--- config.mk ---
export PLATFORM = sky130hd
export DESIGN_NAME = incident_edge_search_flat
export DESIGN_NICKNAME = d
export VERILOG_FILES = /design/src/rtl/incident_edge_search_if.sv /design/src/rtl/incident_edge_search.sv /design/src/flat_wrapper.sv
export SDC_FILE = /design/constraint.sdc
export NUM_CORES = 1
export LEC_CHECK = 0
export BUFFER_PORTS_ARGS = -buffer_cell sky130_fd_sc_hd__buf_2
export CAP_MARGIN = 20
export CORE_ASPECT_RATIO = 1.4
export CORE_UTILIZATION = 54
export CTS_BUF_LIST = sky130_fd_sc_hd__clkbuf_4 sky130_fd_sc_hd__clkbuf_8
export CTS_CLUSTER_DIAMETER = 80
export DETAILED_ROUTE_END_ITERATION = 8
export PLACE_DENSITY = 0.74
export SETUP_SLACK_MARGIN = 0.3
export SLEW_MARGIN = 20
export SYNTH_ARGS = -nofsm -noshare
export SYNTH_HDL_FRONTEND = slang
export SYNTH_SLANG_ARGS = --single-unit
--- constraint.sdc ---
create_clock -name clk -period 9.7 [get_ports clk]
set_clock_uncertainty 0.2 [all_clocks]
set_input_delay 0.485 -clock clk [delete_from_list [all_inputs] [get_ports clk]]
set_output_delay 0.485 -clock clk [all_outputs]
set_load 0.01 [all_outputs]
--- src/rtl/incident_edge_search_if.sv ---
// Request/result bundle for the incident-edge search.
// master drives the request, slave returns the selected edge.
interface incident_edge_search_if #(
  parameter int WIDTH     = 10,
  parameter int NUM_EDGES = 4,
  parameter int IDX_W     = 2
);
  logic                       start;
  logic signed [WIDTH-1:0]    referenceNorm_x;
  logic signed [WIDTH-1:0]    referenceNorm_y;
  logic [NUM_EDGES*WIDTH-1:0] norms_x;
  logic [NUM_EDGES*WIDTH-1:0] norms_y;
  logic                       busy;
  logic                       done_out;
  logic [IDX_W-1:0]           incidentIndex;
  logic signed [WIDTH-1:0]    incidentNorm_x;
  logic signed [WIDTH-1:0]    incidentNorm_y;
  logic signed [2*WIDTH:0]    minDot;

  modport master (
    output start, referenceNorm_x, referenceNorm_y,
    output norms_x, norms_y,
    input  busy, done_out, incidentIndex,
    input  incidentNorm_x, incidentNorm_y, minDot
  );

  modport slave (
    input  start, referenceNorm_x, referenceNorm_y,
    input  norms_x, norms_y,
    output busy, done_out, incidentIndex,
    output incidentNorm_x, incidentNorm_y, minDot
  );
endinterface

--- src/rtl/incident_edge_search.sv ---
// Incident-edge search: picks the face normal with the most negative
// dot product against the reference normal. INCIDENT_DUAL_LANE_EN: 2 edges/cycle.
module incident_edge_search #(
  parameter int WIDTH     = 10,
  parameter int NUM_EDGES = 4,
  parameter int IDX_W     = 2
) (
  input logic                    clk,
  input logic                    rst_n,
  incident_edge_search_if.slave  bus
);
  localparam int DW = 2*WIDTH+1;
  localparam int CW = IDX_W+1;
`ifdef INCIDENT_DUAL_LANE_EN
  localparam logic [CW-1:0] STEP = CW'(2);
`else
  localparam logic [CW-1:0] STEP = CW'(1);
`endif
  localparam logic [CW-1:0] LAST_C = CW'(NUM_EDGES) - STEP;

  typedef enum logic [1:0] {IDLE, SCAN, DONE} state_t;

  state_t state, state_nx;

  logic [CW-1:0]           cnt;
  logic signed [WIDTH-1:0] rx_q, ry_q;
  logic signed [WIDTH-1:0] nx_q [NUM_EDGES];
  logic signed [WIDTH-1:0] ny_q [NUM_EDGES];
  logic [IDX_W-1:0]        idx_q;
  logic signed [DW-1:0]    min_q;

  logic                    last;
  logic signed [WIDTH-1:0] a_x, a_y;
  logic signed [DW-1:0]    dot_a;
  logic signed [DW-1:0]    pair_dot;
  logic [IDX_W-1:0]        pair_idx;
  logic                    take;

  function automatic logic signed [DW-1:0] dot(
    input logic signed [WIDTH-1:0] x,
    input logic signed [WIDTH-1:0] y,
    input logic signed [WIDTH-1:0] rx,
    input logic signed [WIDTH-1:0] ry
  );
    logic signed [DW-1:0] xe, ye, rxe, rye;
    xe  = x;
    ye  = y;
    rxe = rx;
    rye = ry;
    return xe*rxe + ye*rye;
  endfunction

  assign last = (cnt >= LAST_C);

  // State register
  always_ff @(posedge clk) begin
    if (!rst_n) state <= IDLE;
    else        state <= state_nx;
  end

  // Next state: start always (re)launches a scan
  always_comb begin
    state_nx = state;
    unique case (state)
      IDLE: if (bus.start) state_nx = SCAN;
      SCAN: begin
        if (bus.start)  state_nx = SCAN;
        else if (last)  state_nx = DONE;
      end
      DONE: state_nx = bus.start ? SCAN : IDLE;
      default: state_nx = IDLE;
    endcase
  end

  // Fetch the edge(s) addressed by cnt from the latched copies
  always_comb begin
    a_x = '0;
    a_y = '0;
    for (int i = 0; i < NUM_EDGES; i++) begin
      if (CW'(i) == cnt) begin
        a_x = nx_q[i];
        a_y = ny_q[i];
      end
    end
  end

`ifdef INCIDENT_DUAL_LANE_EN
  logic [CW-1:0]           cnt_b;
  logic signed [WIDTH-1:0] b_x, b_y;
  logic                    b_ok;
  logic signed [DW-1:0]    dot_b;

  assign cnt_b = cnt + CW'(1);

  // Second lane reads edge cnt+1 when it exists
  always_comb begin
    b_x  = '0;
    b_y  = '0;
    b_ok = 1'b0;
    for (int i = 0; i < NUM_EDGES; i++) begin
      if (CW'(i) == cnt_b) begin
        b_x  = nx_q[i];
        b_y  = ny_q[i];
        b_ok = 1'b1;
      end
    end
  end

  assign dot_b = dot(b_x, b_y, rx_q, ry_q);
`endif

  assign dot_a = dot(a_x, a_y, rx_q, ry_q);

  // Best of this cycle's edges; lower index wins ties
  always_comb begin
    pair_dot = dot_a;
    pair_idx = cnt[IDX_W-1:0];
`ifdef INCIDENT_DUAL_LANE_EN
    if (b_ok && (dot_b < dot_a)) begin
      pair_dot = dot_b;
      pair_idx = cnt_b[IDX_W-1:0];
    end
`endif
    take = (cnt == '0) || (pair_dot < min_q);
  end

  // Latch inputs on start, otherwise fold scanned edges into the result
  always_ff @(posedge clk) begin
    if (!rst_n) begin
      cnt   <= '0;
      rx_q  <= '0;
      ry_q  <= '0;
      idx_q <= '0;
      min_q <= '0;
      for (int i = 0; i < NUM_EDGES; i++) begin
        nx_q[i] <= '0;
        ny_q[i] <= '0;
      end
    end else if (bus.start) begin
      cnt  <= '0;
      rx_q <= bus.referenceNorm_x;
      ry_q <= bus.referenceNorm_y;
      for (int i = 0; i < NUM_EDGES; i++) begin
        nx_q[i] <= bus.norms_x[i*WIDTH +: WIDTH];
        ny_q[i] <= bus.norms_y[i*WIDTH +: WIDTH];
      end
    end else if (state == SCAN) begin
      cnt <= cnt + STEP;
      if (take) begin
        min_q <= pair_dot;
        idx_q <= pair_idx;
      end
    end
  end

  // Selected normal is a mux of the latched copies
  always_comb begin
    bus.incidentNorm_x = '0;
    bus.incidentNorm_y = '0;
    for (int i = 0; i < NUM_EDGES; i++) begin
      if (IDX_W'(i) == idx_q) begin
        bus.incidentNorm_x = nx_q[i];
        bus.incidentNorm_y = ny_q[i];
      end
    end
  end

  assign bus.busy          = (state == SCAN);
  assign bus.done_out      = (state == DONE);
  assign bus.incidentIndex = idx_q;
  assign bus.minDot        = min_q;
endmodule

--- src/flat_wrapper.sv ---
// flat-port wrapper written by rule: the top's interface ports become plain ports
module incident_edge_search_flat 
#(
  parameter int WIDTH     = 10,
  parameter int NUM_EDGES = 4,
  parameter int IDX_W     = 2
)
  (clk, rst_n, bus_start, bus_referenceNorm_x, bus_referenceNorm_y, bus_norms_x, bus_norms_y, bus_busy, bus_done_out, bus_incidentIndex, bus_incidentNorm_x, bus_incidentNorm_y, bus_minDot);
  incident_edge_search_if #(.WIDTH(WIDTH), .NUM_EDGES(NUM_EDGES), .IDX_W(IDX_W)) bus_i ();
  input logic clk;
  input logic rst_n;
  input wire logic [$bits(bus_i.start)-1:0] bus_start;
  input wire logic [$bits(bus_i.referenceNorm_x)-1:0] bus_referenceNorm_x;
  input wire logic [$bits(bus_i.referenceNorm_y)-1:0] bus_referenceNorm_y;
  input wire logic [$bits(bus_i.norms_x)-1:0] bus_norms_x;
  input wire logic [$bits(bus_i.norms_y)-1:0] bus_norms_y;
  output wire logic [$bits(bus_i.busy)-1:0] bus_busy;
  output wire logic [$bits(bus_i.done_out)-1:0] bus_done_out;
  output wire logic [$bits(bus_i.incidentIndex)-1:0] bus_incidentIndex;
  output wire logic [$bits(bus_i.incidentNorm_x)-1:0] bus_incidentNorm_x;
  output wire logic [$bits(bus_i.incidentNorm_y)-1:0] bus_incidentNorm_y;
  output wire logic [$bits(bus_i.minDot)-1:0] bus_minDot;
  assign bus_i.start = bus_start;
  assign bus_i.referenceNorm_x = bus_referenceNorm_x;
  assign bus_i.referenceNorm_y = bus_referenceNorm_y;
  assign bus_i.norms_x = bus_norms_x;
  assign bus_i.norms_y = bus_norms_y;
  assign bus_busy = bus_i.busy;
  assign bus_done_out = bus_i.done_out;
  assign bus_incidentIndex = bus_i.incidentIndex;
  assign bus_incidentNorm_x = bus_i.incidentNorm_x;
  assign bus_incidentNorm_y = bus_i.incidentNorm_y;
  assign bus_minDot = bus_i.minDot;
  incident_edge_search #(.WIDTH(WIDTH), .NUM_EDGES(NUM_EDGES), .IDX_W(IDX_W)) u_core (.clk(clk), .rst_n(rst_n), .bus(bus_i));
endmodule
# ---- After elaboration in Yosys (flattened, before gate mapping)
# Memories as Yosys holds them, arrays and structs flattened.
# Index checks and enable logic that the tools add are counted.
dict set report classes {
  mul 2
  n_reduce_logical 7
  magnitude_cmp 2
  muxes 33
  eq_ne 10
  n_addsub 2
  bitwise 10
}
# op count
set op_table {}
lappend op_table {{$mux 10} 24}
lappend op_table {{$mul 10x10->20} 2}
lappend op_table {{$add 21x21->21} 1}
lappend op_table {{$lt 21x21->1} 1}
lappend op_table {{$or 1x1->1} 8}
lappend op_table {{$eq 2x3->1 const A} 2}
lappend op_table {{$mux 2} 3}
lappend op_table {{$pmux 2 s3} 1}
lappend op_table {{$mux 1} 5}
lappend op_table {{$eq 2x2->1 const A} 2}
lappend op_table {{$logic_not 2->1} 2}
lappend op_table {{$add 3x1->3 const B} 1}
lappend op_table {{$eq 1x3->1 const A} 1}
lappend op_table {{$ge 3x2->1 const B} 1}
lappend op_table {{$logic_not 3->1} 1}
lappend op_table {{$ne 3x2->1 const B} 1}
lappend op_table {{$reduce_and 3->1} 1}
lappend op_table {{$eq 1x2->1 const A} 1}
lappend op_table {{$eq 2x1->1 const B} 1}
lappend op_table {{$eq 2x2->1 const B} 1}
lappend op_table {{$ne 2x2->1 const B} 1}
lappend op_table {{$not 1->1} 2}
lappend op_table {{$reduce_and 2->1} 1}
lappend op_table {{$reduce_or 2->1} 1}
lappend op_table {{$logic_or 1x1->1} 1}
dict set report totals {
  mem_bits_rw 80
  inputBits 103
  output_inout_bits 45
  regBits 48
  memories 2
}
# name words width read_ports rd_clocked_by_memory_dff write_ports line
set mem_list {}
lappend mem_list {u_core.nx_q 4 10 4 0 4 incident_edge_search.sv:27} ;# logic signed [WIDTH-1:0] nx_q [NUM_EDGES];
lappend mem_list {u_core.ny_q 4 10 4 0 4 incident_edge_search.sv:28} ;# logic signed [WIDTH-1:0] ny_q [NUM_EDGES];

# ---- Depth between registers and ports, before layout
# Gate-level depths: netlist of run 1.
dict set report logic_depth {
  word_depth 10
  mapped_depth 44
  depth_no_buf 41
}

# ---- Worst setup path after synthesis of run 1
# Ideal clock, no wire load.
dict set report synth_path {
  path_kind {reg2reg}
  start {register u_core.cnt[0]}
  end {register u_core.min_q[19] (netlist: u_core.bus.minDot[19])}
  slack_ps 893
  setup_ps 131
  n_path_buf 3
  arrival_ps 8476
  path_stages_with_launch 40
  path_cell_list {dfxtp_1 -> inv_1 -> ha_1 -> or2b_4 -> nor2_1 -> buf_2 -> a22oi_1 -> a211oi_1 -> a21o_1 -> buf_2 -> nand2_1 -> fa_1 -> inv_1 -> fa_1 -> inv_1 -> fa_1 -> inv_1 -> fa_1 -> [... 4 more ...] -> or3_1 -> or2_2 -> a31oi_1 -> xnor2_1 -> ha_1 -> and2_1 -> a21boi_2 -> or4_1 -> and3_4 -> ha_1 -> nand2_1 -> nor2_1 -> a211oi_1 -> o21ai_1 -> a311o_1 -> clkbuf_1 -> nor3_1 -> nor3_2}
}
dict set report synth_between {
  elab_chain_len 10
  elab_cells_between_ends 18
}
# element line
set synth_rtl {}
lappend synth_rtl {{start: declaration} incident_edge_search.sv:25} ;# logic [CW-1:0] cnt;
lappend synth_rtl {{start signal: assignment} incident_edge_search.sv:148} ;# cnt <= cnt + STEP;
lappend synth_rtl {{$logic_not 3->1} incident_edge_search.sv:80} ;# if (CW'(i) == cnt) begin
lappend synth_rtl {{$mux 10 (4 in a row)} incident_edge_search.sv:80}
lappend synth_rtl {{$mul 10x10->20} incident_edge_search.sv:50} ;# return xe*rxe + ye*rye;
lappend synth_rtl {{$add 21x21->21 *} incident_edge_search.sv:50}
lappend synth_rtl {{via u_core.dot_a[16]} incident_edge_search.sv:34} ;# logic signed [DW-1:0] dot_a;
lappend synth_rtl {{$lt 21x21->1 *} incident_edge_search.sv:124} ;# take = (cnt == '0) || (pair_dot < min_q);
lappend synth_rtl {{$logic_or 1x1->1 *} incident_edge_search.sv:124}
lappend synth_rtl {{$reduce_and 3->1 (no source line) *} n/a}
lappend synth_rtl {{end signal: assignment} incident_edge_search.sv:150} ;# min_q <= pair_dot;
lappend synth_rtl {{end: declaration} incident_edge_search.sv:30} ;# logic signed [DW-1:0] min_q;
# Mark *: on every way through the listed nets, which the timed path passes. The rest lies on a longest branch.
# A chain may end at the register's enable or synchronous reset.

# ---- Worst setup path after layout of run 1
dict set report layout_path {
  start {register u_core.cnt[0]}
  end {register u_core.min_q[19] (netlist: u_core.bus.minDot[19])}
}
dict set report layout_between {
  elab_chain_len 10
  elab_cells_between_ends 18
}
# element line
set layout_rtl {}
lappend layout_rtl {{$logic_not 3->1} incident_edge_search.sv:80}
lappend layout_rtl {{$mux 10 (4 in a row)} incident_edge_search.sv:80}
lappend layout_rtl {{$mul 10x10->20} incident_edge_search.sv:50}
lappend layout_rtl {{$add 21x21->21 *} incident_edge_search.sv:50}
lappend layout_rtl {{via u_core.dot_a[19]} incident_edge_search.sv:34}
lappend layout_rtl {{$lt 21x21->1} incident_edge_search.sv:124}
lappend layout_rtl {{$logic_or 1x1->1} incident_edge_search.sv:124}
lappend layout_rtl {{$reduce_and 3->1 (no source line)} n/a}
# Marked as above.

==> results of run 1 <==
[routing by layer]
| layer | wire length (um) | global-route usage (%) | vias up | part of all wire [%] |
|---|---|---|---|---|
| li1 | - | - | 5797 | - |
| met4 | 1730 | 9.70 | 0 | 4.1 |
| met3 | 3030 | 4.38 | 115 | 7.2 |
| met2 | 21500 | 46.1 | 556 | 51 |
| met5 | 0 | 0 | - | 0 |
| met1 | 15600 | 32.5 | 6310 | 37 |
[final cells by class]
cell class / count / area, um2
fill: 1977 / 9130
clock inverter: 14 / 153
tap: 370 / 463
multi-input combinational: 1137 / 11500
timing repair buffer: 269 / 1900
clock buffer: 18 / 241
sequential: 128 / 3370
inverter: 286 / 1080
[cells in the mapped netlist (4+ instances only)]
master                      instances  area share [%]
sky130_fd_sc_hd__xor2_1             9            0.51
sky130_fd_sc_hd__nand2_1          131             3.2
sky130_fd_sc_hd__a211oi_1          33             1.6
sky130_fd_sc_hd__mux4_2            20             2.9
sky130_fd_sc_hd__o21ai_1           10            0.32
sky130_fd_sc_hd__clkbuf_1          54             1.3
sky130_fd_sc_hd__or3_1              4            0.16
sky130_fd_sc_hd__a21oi_2            5            0.28
sky130_fd_sc_hd__ha_1             143              12
sky130_fd_sc_hd__o31a_1             5            0.28
sky130_fd_sc_hd__nor2_1            78             1.9
sky130_fd_sc_hd__edfxtp_1          80              16
sky130_fd_sc_hd__o2bb2ai_1          6            0.34
sky130_fd_sc_hd__and3_1            85             3.4
sky130_fd_sc_hd__o21ai_0           34             1.1
sky130_fd_sc_hd__a21o_1            41             2.0
sky130_fd_sc_hd__nor3_1             8            0.26
sky130_fd_sc_hd__and2_1            70             2.8
sky130_fd_sc_hd__dfxtp_1           48             6.2
sky130_fd_sc_hd__a22oi_1           20            0.97
sky130_fd_sc_hd__fa_1             183              24
sky130_fd_sc_hd__xnor2_1           47             2.7
sky130_fd_sc_hd__nand3_1           20            0.65
sky130_fd_sc_hd__o21a_1             8            0.39
sky130_fd_sc_hd__or2_2              7            0.28
sky130_fd_sc_hd__mux2i_1           20             1.3
sky130_fd_sc_hd__inv_1            284             6.9
sky130_fd_sc_hd__a21oi_1           61             2.0
sky130_fd_sc_hd__buf_2             17            0.55
sky130_fd_sc_hd__nand2b_1          14            0.57
sky130_fd_sc_hd__nor2b_1           19            0.77
[state kept, by name (all words and copies together) (netlist names)]
name / flops
u_core.bus.minDot: 21
u_core.state: 2
u_core.ry_q: 10
u_core.ny_q: 40
u_core.cnt: 3
u_core.rx_q: 10
u_core.bus.incidentIndex: 2
u_core.nx_q: 40
[through the flow]
| step | utilization (%) | std cells | setup slack (ns) | cell area [um2] | hold WS, ns |
|---|---|---|---|---|---|
| finish | 67.2 | 2222 | 0.178 | 18700 | 0.0420 |
| global route | 67.2 | 2222 | -0.0254 | 18700 | 0.0368 |
| CTS | 60.9 | 2117 | 0.301 | 17000 | 0.0259 |
| detailed placement | 59.3 | 2082 | 0.0713 | 16500 | 0.245 |
| global placement | 59.3 | 2082 | 0.199 | 16500 | 0.235 |
| floorplan | - | 1621 | 0.893 | 15400 | 0.222 |
[cells by family after synthesis]
kind of cell	after synthesis	synth area share (%)
simple gates	453	15.0
flops	128	21.8
buf+inv	360	8.94
mux	40	4.22
compound gates	258	11.5
fa+ha+maj	326	35.3
xor+xnor	56	3.18
[worst max-delay path by stage]
stage	slack, ns	to
CTS	0.30	u_core.bus.incidentIndex[1]
floorplan	0.89	u_core.bus.minDot[19]
detailed placement	0.07	u_core.bus.minDot[7]
finish	0.18	u_core.bus.minDot[19]
global placement	0.20	u_core.bus.minDot[7]
global route	-0.03	u_core.bus.minDot[0]
[worst max-delay path: cells and delay by family (launching register included)]
| kind | cells | cell delay [ns] |
|---|---|---|
| fa+ha+maj | 9 | 3.69 |
| compound gates | 13 | 2.55 |
| simple gates | 7 | 1.43 |
| buf+inv | 6 | 0.86 |
| flops | 1 | 0.39 |
| xor+xnor | 1 | 0.27 |
[timing repair]
action | 4_1_cts | 5_1_grt
setup endpoints to repair | 23 | 23
pin swaps | 3 | 87
gates cloned | 0 | 12
buffers inserted | 3 | 92
gates resized for setup | 8 | 191
[where the power goes]
group	internal (W)	total [W]	switching, W
sequential	0.000635	0.000695	0.0000595
clock	0.000234	0.000496	0.000262
combinational	0.00127	0.00273	0.00146
total	0.00214	0.00392	0.00179
==> run summary, run 1 <==
Run status = complete, no violations
Number of global-route vias before repair = 12300
Total vias in the final route = 12800
R2R Setup Slk = 0.18 ns
Slowest cell on the critical path = sky130_fd_sc_hd__or4b_4
Core area = 0.0278 mm2
Min Clock Period, post-route = 9.52 ns
Fraction of registers with async set or reset after synthesis = 0%
Synthesized netlist cell count = 1621
Number of distinct library cells after synthesis = 69
Mapped Nets = 2050
Overflow after GRT = 0
X dimension of the die = 145 um
Area of the die = 0.0293 mm2
Maximum fanout along the worst path = 10
Data required time at the worst endpoint = 9.91 ns
Type of the worst setup path = flop to flop
Routability cong. = 0.953
Final worst-path cycle share = 98.2%
Final count of pins violating max slew = 0
Leakage power = 9.20 nW
Total power = 0.00392 W
Slew HR = 30.8%
Number of nets with antenna violations after detailed routing = 0
Cts bufs inserted = 17
Worst hold path type = primary input to flop
Total I/O pin count = 148
Number of antenna violations at the first check in global routing = 0
Maximum buffer depth of the clock tree = 2
CTS tree = built
Routed wire length = 41800 um
Most frequent cells in the layout = sky130_fd_sc_hd__inv_1 (267), sky130_fd_sc_hd__fa_1 (181), sky130_fd_sc_hd__buf_2 (146)
Critical path capture point type = flop
Fraction of final layout cells with drive strength greater than 1 = 26.9%
Critical R2R Launch = u_core.cnt[0]
Ratio of routed vias to standard cells = 5.75
Min-Delay Path Depth = 3
Number of DRC markers in iteration 0 = 732
Worst path most repeated cell = sky130_fd_sc_hd__fa_1
Clk Latency, worst-skew pair = 0.48 ns
Htree depth = 4
Layout Area Growth over Synthesis = 21.2%
Critical path launch point type = flop
Maximum vdd ir drop = 0.000221 V
Highest cell delay on the worst timing path = 0.56 ns
Root buffer cell = sky130_fd_sc_hd__clkbuf_8
CP Data Arrival Time = 9.73 ns
Remaining DRCs = 0
Core Rows = 72
Synthesized area = 0.0154 mm2
Starting utilization of the core area = 55.4%
Final net count = 2268
Slew at the pin closest to its max-slew limit = 1.04 ns
Power per unit of standard cell area = 210 mW/mm2
Worst min-delay path endpoint = u_core.rx_q[8]
Fmax = 0.105 GHz
Pin count of the biggest net entering global routing = 105
# hold bufs at CTS = 0
Die Height = 202 um
Total global routing track utilization = 26.5%
Capture point of the worst reg-to-reg path = u_core.bus.minDot[19]
Sequential-to-total area share from yosys stat = 21.8%
First-pass GRT wire length = 59600 um
Unrepaired setup endpoints after global routing = yes
Final count of negative-setup-slack endpoints = 0
Most instantiated flip-flop cell in the synthesis netlist = sky130_fd_sc_hd__edfxtp_1
Setup TNS Final = 0 ns
Routed length per placed instance = 18.8 um
Number of sinks on the clock net = 128
Post-DP HPWL = 28400 um
Number of max-cap violations = 0
Quantity of I/O buffers inserted on ports = 147
Warning count from the yosys run = 0
Worst min-delay path startpoint = bus_referenceNorm_x[8]
Number of search-and-repair iterations in the first detailed-routing pass = 5
Start point of the critical path = u_core.cnt[0]
Most common library cell in the layout ignoring fill and taps = sky130_fd_sc_hd__inv_1
Final hold viol count = 0
Synthesized area per cell = 9.52 um2
Reg clk slew, reported paths = 0.10 ns
FF+latch count, synth = 128
Ant diodes = 0
Number of synthesized flops with an enable pin = 80
FF-to-FF path depth = 36
(Power assumes the default switching activity.)
==> inputs of run 2 (changes only) <==
--- a/config.mk
+++ b/config.mk
@@ -8,11 +8,11 @@
 export BUFFER_PORTS_ARGS = -buffer_cell sky130_fd_sc_hd__buf_2
 export CAP_MARGIN = 20
 export CORE_ASPECT_RATIO = 1.4
-export CORE_UTILIZATION = 54
+export CORE_UTILIZATION = 49
 export CTS_BUF_LIST = sky130_fd_sc_hd__clkbuf_4 sky130_fd_sc_hd__clkbuf_8
 export CTS_CLUSTER_DIAMETER = 80
 export DETAILED_ROUTE_END_ITERATION = 8
-export PLACE_DENSITY = 0.74
+export PLACE_DENSITY = 0.68
 export SETUP_SLACK_MARGIN = 0.3
 export SLEW_MARGIN = 20
 export SYNTH_ARGS = -nofsm -noshare
==> run 2 against run 1 <==
Compared with the run above:
- the flow now finishes with violations (design-rule violations)
- final cell count grew 0.99%
- highest routed layer unchanged
- power shrank 5.6%
- maximum frequency is 2.6% higher
- critical path type unchanged
==> run summary, run 2 (synthesized netlist as in run 1, its figures left out) <==
Run status = complete, but fails checks (was complete, no violations)
Violated checks = design-rule violations
Die Height = 212 um (was 202 um)
Leakage power = 9.12 nW (was 9.20 nW)
Total I/O pin count = 148 (unchanged)
Number of DRC markers in iteration 0 = 635 (was 732)
Most frequent cells in the layout = sky130_fd_sc_hd__inv_1 (272), sky130_fd_sc_hd__fa_1 (180), sky130_fd_sc_hd__buf_2 (146) (was sky130_fd_sc_hd__inv_1 (267), sky130_fd_sc_hd__fa_1 (181), sky130_fd_sc_hd__buf_2 (146))
Unrepaired setup endpoints after global routing = yes (unchanged)
Area of the die = 0.0322 mm2 (was 0.0293 mm2)
First-pass GRT wire length = 60000 um (was 59600 um)
Reg clk slew, reported paths = 0.10 ns (about the same)
Quantity of I/O buffers inserted on ports = 147 (unchanged)
Buffers and inverters on the worst path = 9 (was 6)
CTS tree = built (unchanged)
Critical path launch point type = flop (unchanged)
Number of nets with antenna violations after detailed routing = 0 (unchanged)
Maximum vdd ir drop = 0.000203 V (was 0.000221 V)
Worst path most repeated cell = sky130_fd_sc_hd__fa_1 (unchanged)
Type of the worst setup path = flop to flop (unchanged)
Count of non-filler cells in the finished layout = 2244 (was 2222)
Final net count = 2270 (was 2268)
Core Rows = 76 (was 72)
CP Data Arrival Time = 9.51 ns (was 9.73 ns)
Cell family with most CP delay = adder cells (unchanged)
Final hold viol count = 0 (unchanged)
X dimension of the die = 152 um (was 145 um)
Post-placement setup slack = 0.0531 ns (was 0.0713 ns)
Total global routing track utilization = 23.9% (was 26.5%)
Core area = 0.0309 mm2 (was 0.0278 mm2)
Final count of negative-setup-slack endpoints = 0 (unchanged)
Setup TNS Final = 0 ns (unchanged)
Number of global-route vias before repair = 12400 (was 12300)
Ant diodes = 0 (unchanged)
Ratio of routed vias to standard cells = 5.60 (was 5.75)
Critical path capture point type = flop (unchanged)
Post-DP HPWL = 28500 um (was 28400 um)
Fraction of final layout cells with drive strength greater than 1 = 26.6% (was 26.9%)
Highest cell delay on the worst timing path = 0.57 ns (was 0.56 ns)
Clk Latency, worst-skew pair = 0.50 ns (was 0.48 ns)
Most common library cell in the layout ignoring fill and taps = sky130_fd_sc_hd__inv_1 (unchanged)
Slew at the pin closest to its max-slew limit = 1.14 ns (was 1.04 ns)
Number of max-cap violations = 0 (unchanged)
Routed length per placed instance = 18.0 um (was 18.8 um)
Number of search-and-repair iterations in the first detailed-routing pass = 7 (was 5)
Min Clock Period, post-route = 9.28 ns (was 9.52 ns)
Fill cell total of the finished layout = 2565 (was 1977)
Share of the core filled with cells = 60.2% (was 67.2%)
Final count of pins violating max slew = 0 (unchanged)
Minimum setup slack in the final design = 0.424 ns (was 0.178 ns)
Remaining DRCs = 9 (was 0)
Data required time at the worst endpoint = 9.93 ns (was 9.91 ns)
Final worst-path cycle share = 95.6% (was 98.2%)
Routability cong. = 0.916 (was 0.953)
Starting utilization of the core area = 49.9% (was 55.4%)
Maximum fanout along the worst path = 7 (was 10)
Post-placement cell count = 2106 (was 2082)
Overflow after GRT = 0 (unchanged)
Power per unit of standard cell area = 199 mW/mm2 (was 210 mW/mm2)
Fin Hold WS = 0.0246 ns (was 0.0420 ns)
Fmax = 0.108 GHz (was 0.105 GHz)
Number of sinks on the clock net = 128 (unchanged)
Total vias in the final route = 12600 (was 12800)
Slowest cell on the critical path = sky130_fd_sc_hd__or4b_4 (unchanged)
Cts bufs inserted = 17 (unchanged)
Slew HR = 23.7% (was 30.8%)
Maximum buffer depth of the clock tree = 2 (unchanged)
Htree depth = 4 (unchanged)
Routed wire length = 40400 um (was 41800 um)
Pin count of the biggest net entering global routing = 89 (was 105)
Root buffer cell = sky130_fd_sc_hd__clkbuf_8 (unchanged)
Number of antenna violations at the first check in global routing = 0 (unchanged)
Layout Area Growth over Synthesis = 20.6% (was 21.2%)
Worst hold path type = primary input to flop (unchanged)
## run 2: cell types whose count changed in the layout (fill, tap and decap cells not counted), moves of 5 or more
cell / previous run / this run
sky130_fd_sc_hd__buf_6: 13 / 22
sky130_fd_sc_hd__o21ai_2: 6 / 14
sky130_fd_sc_hd__o21ai_1: 12 / 5
sky130_fd_sc_hd__buf_4: 96 / 90
sky130_fd_sc_hd__inv_1: 267 / 272
## run 2: per-layer routing
| metal | vias to the layer above | part of all wire (%) | GRT usage (%) |
|---|---|---|---|
| met5 | - | 0 | 0 |
| met4 | 0 | 3.2 | 10.5 |
| met3 | 82 | 6.3 | 4.16 |
| met2 | 443 | 51 | 43.2 |
| met1 | 6226 | 39 | 27.7 |
| li1 | 5808 | - | - |
## run 2: cell type report
cell class	instances	area, um2	area share, %
Clock buffer	17	234	1.26
Sequential cell	128	3370	18.1
Multi-Input combinational cell	1139	11500	61.7
Tap cell	390	488	2.62
Clock inverter	15	128	0.685
Inverter	286	1080	5.78
Timing Repair Buffer	269	1830	9.85
## run 2: worst register-to-register path: cells and delay by family (launching register included)
kind	cells	cell delay (ns)
buffers and inverters	9	0.95
flip-flops	1	0.37
XOR/XNOR	1	0.21
AND/OR/NAND/NOR	6	1.33
adder cells (fa/ha/maj)	9	3.44
AO/OA/AOI/OAI	16	2.75
## run 2: where the power goes
group	internal, W	switching [W]	total [W]
Clock	0.000184	0.000274	0.000458
Combinational	0.00117	0.00138	0.00255
Sequential	0.000635	0.0000563	0.000692
## run 2: worst paths after layout
check	start	to	slack, ns	cells past startpoint
hold reg to reg	u_core.state[1]	u_core.state[0]	0.27	1
hold / removal	bus_referenceNorm_y[8]	u_core.ry_q[8]	0.02	3
setup reg to reg	u_core.cnt[1]	u_core.bus.minDot[8]	0.42	41
setup / recovery	u_core.cnt[1]	u_core.bus.minDot[8]	0.42	41
## run 2: what timing repair did
| action | CTS | global route |
|---|---|---|
| gates resized for setup | 17 | 181 |
| cloned | 1 | 8 |
| endpoints found under the setup margin | 23 | 23 |
| pin swaps | 4 | 120 |
| setup buffers | 10 | 82 |
| hold buffers | 4 | 0 |
| endpoints found under the hold margin | 4 | 0 |
## run 2: metrics by stage
stage / instance area [um2] / power, W
3_5_place_dp: 16500 / 0.00266
6_report: 18600 / 0.00370
5_1_grt: 18600 / 0.00396
2_1_floorplan: 15400 / 0.00214
3_3_place_gp: 16500 / 0.00262
4_1_cts: 17100 / 0.00320
==> inputs of run 3 (changes only) <==
--- a/config.mk
+++ b/config.mk
@@ -5,14 +5,17 @@
 export SDC_FILE = /design/constraint.sdc
 export NUM_CORES = 1
 export LEC_CHECK = 0
-export BUFFER_PORTS_ARGS = -buffer_cell sky130_fd_sc_hd__buf_2
+export BUFFER_PORTS_ARGS = -buffer_cell sky130_fd_sc_hd__buf_4
 export CAP_MARGIN = 20
+export CELL_PAD_IN_SITES_DETAIL_PLACEMENT = 0
+export CELL_PAD_IN_SITES_GLOBAL_PLACEMENT = 1
 export CORE_ASPECT_RATIO = 1.4
+export CORE_MARGIN = 4
 export CORE_UTILIZATION = 49
 export CTS_BUF_LIST = sky130_fd_sc_hd__clkbuf_4 sky130_fd_sc_hd__clkbuf_8
 export CTS_CLUSTER_DIAMETER = 80
 export DETAILED_ROUTE_END_ITERATION = 8
-export PLACE_DENSITY = 0.68
+export PLACE_DENSITY = 0.84
 export SETUP_SLACK_MARGIN = 0.3
 export SLEW_MARGIN = 20
 export SYNTH_ARGS = -nofsm -noshare
==> run 3 against run 2 <==
Compared with the run above:
- the flow now finishes without violations
- wire length is 1.3% lower
- clock-buffer cell count stayed put
- clock power is 13% higher
- die area is 6.9% higher
- cell area hardly changed
- worst hold slack better by 0.014 ns
- critical path type unchanged
- highest routed layer unchanged
==> run summary, run 3 (synthesized netlist as in run 1, its figures left out) <==
Number of nets with antenna violations after detailed routing = 0 (unchanged)
Leakage power = 9.06 nW (was 9.12 nW)
Area of the die = 0.0344 mm2 (was 0.0322 mm2)
Die Height = 218 um (was 212 um)
Remaining DRCs = 0 (was 9)
Pin count of the biggest net entering global routing = 92 (was 89)
Min Clock Period, post-route = 9.31 ns (was 9.28 ns)
Number of search-and-repair iterations in the first detailed-routing pass = 5 (was 7)
Final count of pins violating max slew = 0 (unchanged)
Fill cell total of the finished layout = 2671 (was 2565)
Routability cong. = 0.897 (was 0.916)
Total global routing track utilization = 22.8% (was 23.9%)
Critical path capture point type = flop (unchanged)
Most common library cell in the layout ignoring fill and taps = sky130_fd_sc_hd__inv_1 (unchanged)
Core area = 0.0309 mm2 (unchanged)
Unrepaired setup endpoints after global routing = yes (unchanged)
Critical R2R Launch = u_core.cnt[1] (unchanged)
Number of max-cap violations = 0 (unchanged)
Ant diodes = 0 (unchanged)
Core Rows = 76 (unchanged)
X dimension of the die = 158 um (was 152 um)
Min-Delay Path Depth = 3 (unchanged)
Ratio of routed vias to standard cells = 5.49 (was 5.60)
Standard cell area after detailed placement = 0.0170 mm2 (was 0.0165 mm2)
CP Data Arrival Time = 9.53 ns (was 9.51 ns)
Worst path most repeated cell = sky130_fd_sc_hd__fa_1 (unchanged)
Layout Area Growth over Synthesis = 20.6% (about the same)
GRT busiest layer = met2 (unchanged)
Fraction of final layout cells with drive strength greater than 1 = 23.1% (was 26.6%)
Overflow after GRT = 0 (unchanged)
Total vias in the final route = 12200 (was 12600)
Count of non-filler cells in the finished layout = 2213 (was 2244)
Slew at the pin closest to its max-slew limit = 0.751 ns (was 1.14 ns)
Post-placement cell count = 2109 (was 2106)
Power per unit of standard cell area = 197 mW/mm2 (was 199 mW/mm2)
Reg clk slew, reported paths = 0.09 ns (was 0.10 ns)
CTS tree = built (unchanged)
Highest cell delay on the worst timing path = 0.59 ns (was 0.57 ns)
Final count of negative-setup-slack endpoints = 0 (unchanged)
Fmax = 0.107 GHz (was 0.108 GHz)
Number of sinks on the clock net = 128 (unchanged)
Final net count = 2239 (was 2270)
Total power = 0.00366 W (was 0.00370 W)
Critical path launch point type = flop (unchanged)
Crit. path cell count = 41 (unchanged)
Final hold viol count = 0 (unchanged)
Start point of the critical path = u_core.cnt[1] (unchanged)
Buffers and inverters on the worst path = 9 (unchanged)
Type of the worst setup path = flop to flop (unchanged)
Maximum vdd ir drop = 0.000200 V (was 0.000203 V)
Final standard cell area without fillers = 0.0186 mm2 (about the same)
Switching portion of total power = 45.4% (was 46.2%)
Post-DP HPWL = 30100 um (was 28500 um)
FF-to-FF path depth = 41 (unchanged)
Most frequent cells in the layout = sky130_fd_sc_hd__inv_1 (277), sky130_fd_sc_hd__buf_4 (213), sky130_fd_sc_hd__fa_1 (183) (was sky130_fd_sc_hd__inv_1 (272), sky130_fd_sc_hd__fa_1 (180), sky130_fd_sc_hd__buf_2 (146))
Global Route met2 Usage = 39.8% (was 43.2%)
Maximum buffer depth of the clock tree = 2 (unchanged)
Met3 demand-to-capacity share in global routing = 4.94% (was 4.16%)
Clock power share = 14.2% (was 12.4%)
Number of antenna violations at the first check in global routing = 0 (unchanged)
Total I/O pin count = 148 (unchanged)
Maximum fanout along the worst path = 7 (unchanged)
Data required time at the worst endpoint = 9.92 ns (was 9.93 ns)
Run status = complete, no violations (was complete, but fails checks)
First-pass GRT wire length = 62100 um (was 60000 um)
Internal power component = 0.00200 W (was 0.00199 W)
Quantity of I/O buffers inserted on ports = 147 (unchanged)
Cell family with most CP delay = adder cells (unchanged)
Sequential fraction of design power = 19.0% (was 18.7%)
Slowest cell on the critical path = sky130_fd_sc_hd__or4b_4 (unchanged)
Met1 usage = 28.7% (was 27.7%)
Worst hold path type = primary input to flop (unchanged)
Total net switching power = 0.00166 W (was 0.00171 W)
Cts bufs inserted = 17 (unchanged)
Routed wire length = 39800 um (was 40400 um)
Clk Latency, worst-skew pair = 0.49 ns (was 0.50 ns)
Number of global-route vias before repair = 12600 (was 12400)
Number of DRC markers in iteration 0 = 442 (was 635)
Final worst-path cycle share = 95.9% (was 95.6%)
Root buffer cell = sky130_fd_sc_hd__clkbuf_8 (unchanged)
Starting utilization of the core area = 49.9% (unchanged)
Routed length per placed instance = 18.0 um (about the same)
Combinational power share = 66.8% (was 68.9%)
Slew HR = 49.9% (was 23.7%)
Htree depth = 4 (unchanged)
Worst min-delay path startpoint = bus_referenceNorm_y[5] (was bus_referenceNorm_y[8])
==> run 3: tightest hold or removal path, delay by kind of cell <==
family | cells | cell delay (ns)
buffers and inverters | 1 | 0.08
multiplexers | 1 | 0.05
AND/OR/NAND/NOR | 1 | 0.08
==> run 3: path summary, 6_finish.rpt <==
check / to / slack [ns]
hold / removal: u_core.ry_q[5] / 0.04
hold reg to reg: u_core.state[0] / 0.26
setup reg to reg: u_core.bus.minDot[11] / 0.39
setup / recovery: u_core.bus.minDot[11] / 0.39
==> run 3: layout make-up <==
class	count	area [um2]	share of cell area [%]
clock buffer	17	234	1.26
clock inverter	15	190	1.02
tap	390	488	2.62
inverter	286	1080	5.80
sequential	128	3370	18.1
multi-input combinational	1135	11200	60.4
timing repair buffer	242	2010	10.8
==> run 3: metal layers <==
layer,routed length [um],part of all wire (%)
met1,16200,41
met2,20400,51
met4,934,2.3
met3,2260,5.7
met5,0,0
==> run 3: metrics by stage <==
stage          setup TNS, ns  hold slack [ns]  util, %  setup slack (ns)
2_1_floorplan              0            0.222        -             0.893
3_3_place_gp               0            0.235     54.9             0.146
3_5_place_dp               0            0.244     54.9            0.0228
4_1_cts                    0         0.000651     57.0             0.310
5_1_grt             -0.00563           0.0305     60.2          -0.00563
6_report                   0           0.0384     60.2             0.394
==> run 3: repair_timing <==
action	4_1_cts	5_1_grt
setup endpoints to repair	23	23
buffers inserted	6	45
endpoints found under the hold margin	14	0
gates cloned	0	6
resized for setup	13	128
pin swaps	6	76
hold buffers	14	0
==> run 3: power by group through the flow <==
stage          clock, W  sequential, W  combinational (W)
6_report       0.000518       0.000696            0.00245
2_1_floorplan         0       0.000684            0.00146
5_1_grt        0.000551       0.000703            0.00272
3_3_place_gp          0       0.000702            0.00198
3_5_place_dp          0       0.000705            0.00199
4_1_cts        0.000529       0.000693            0.00207
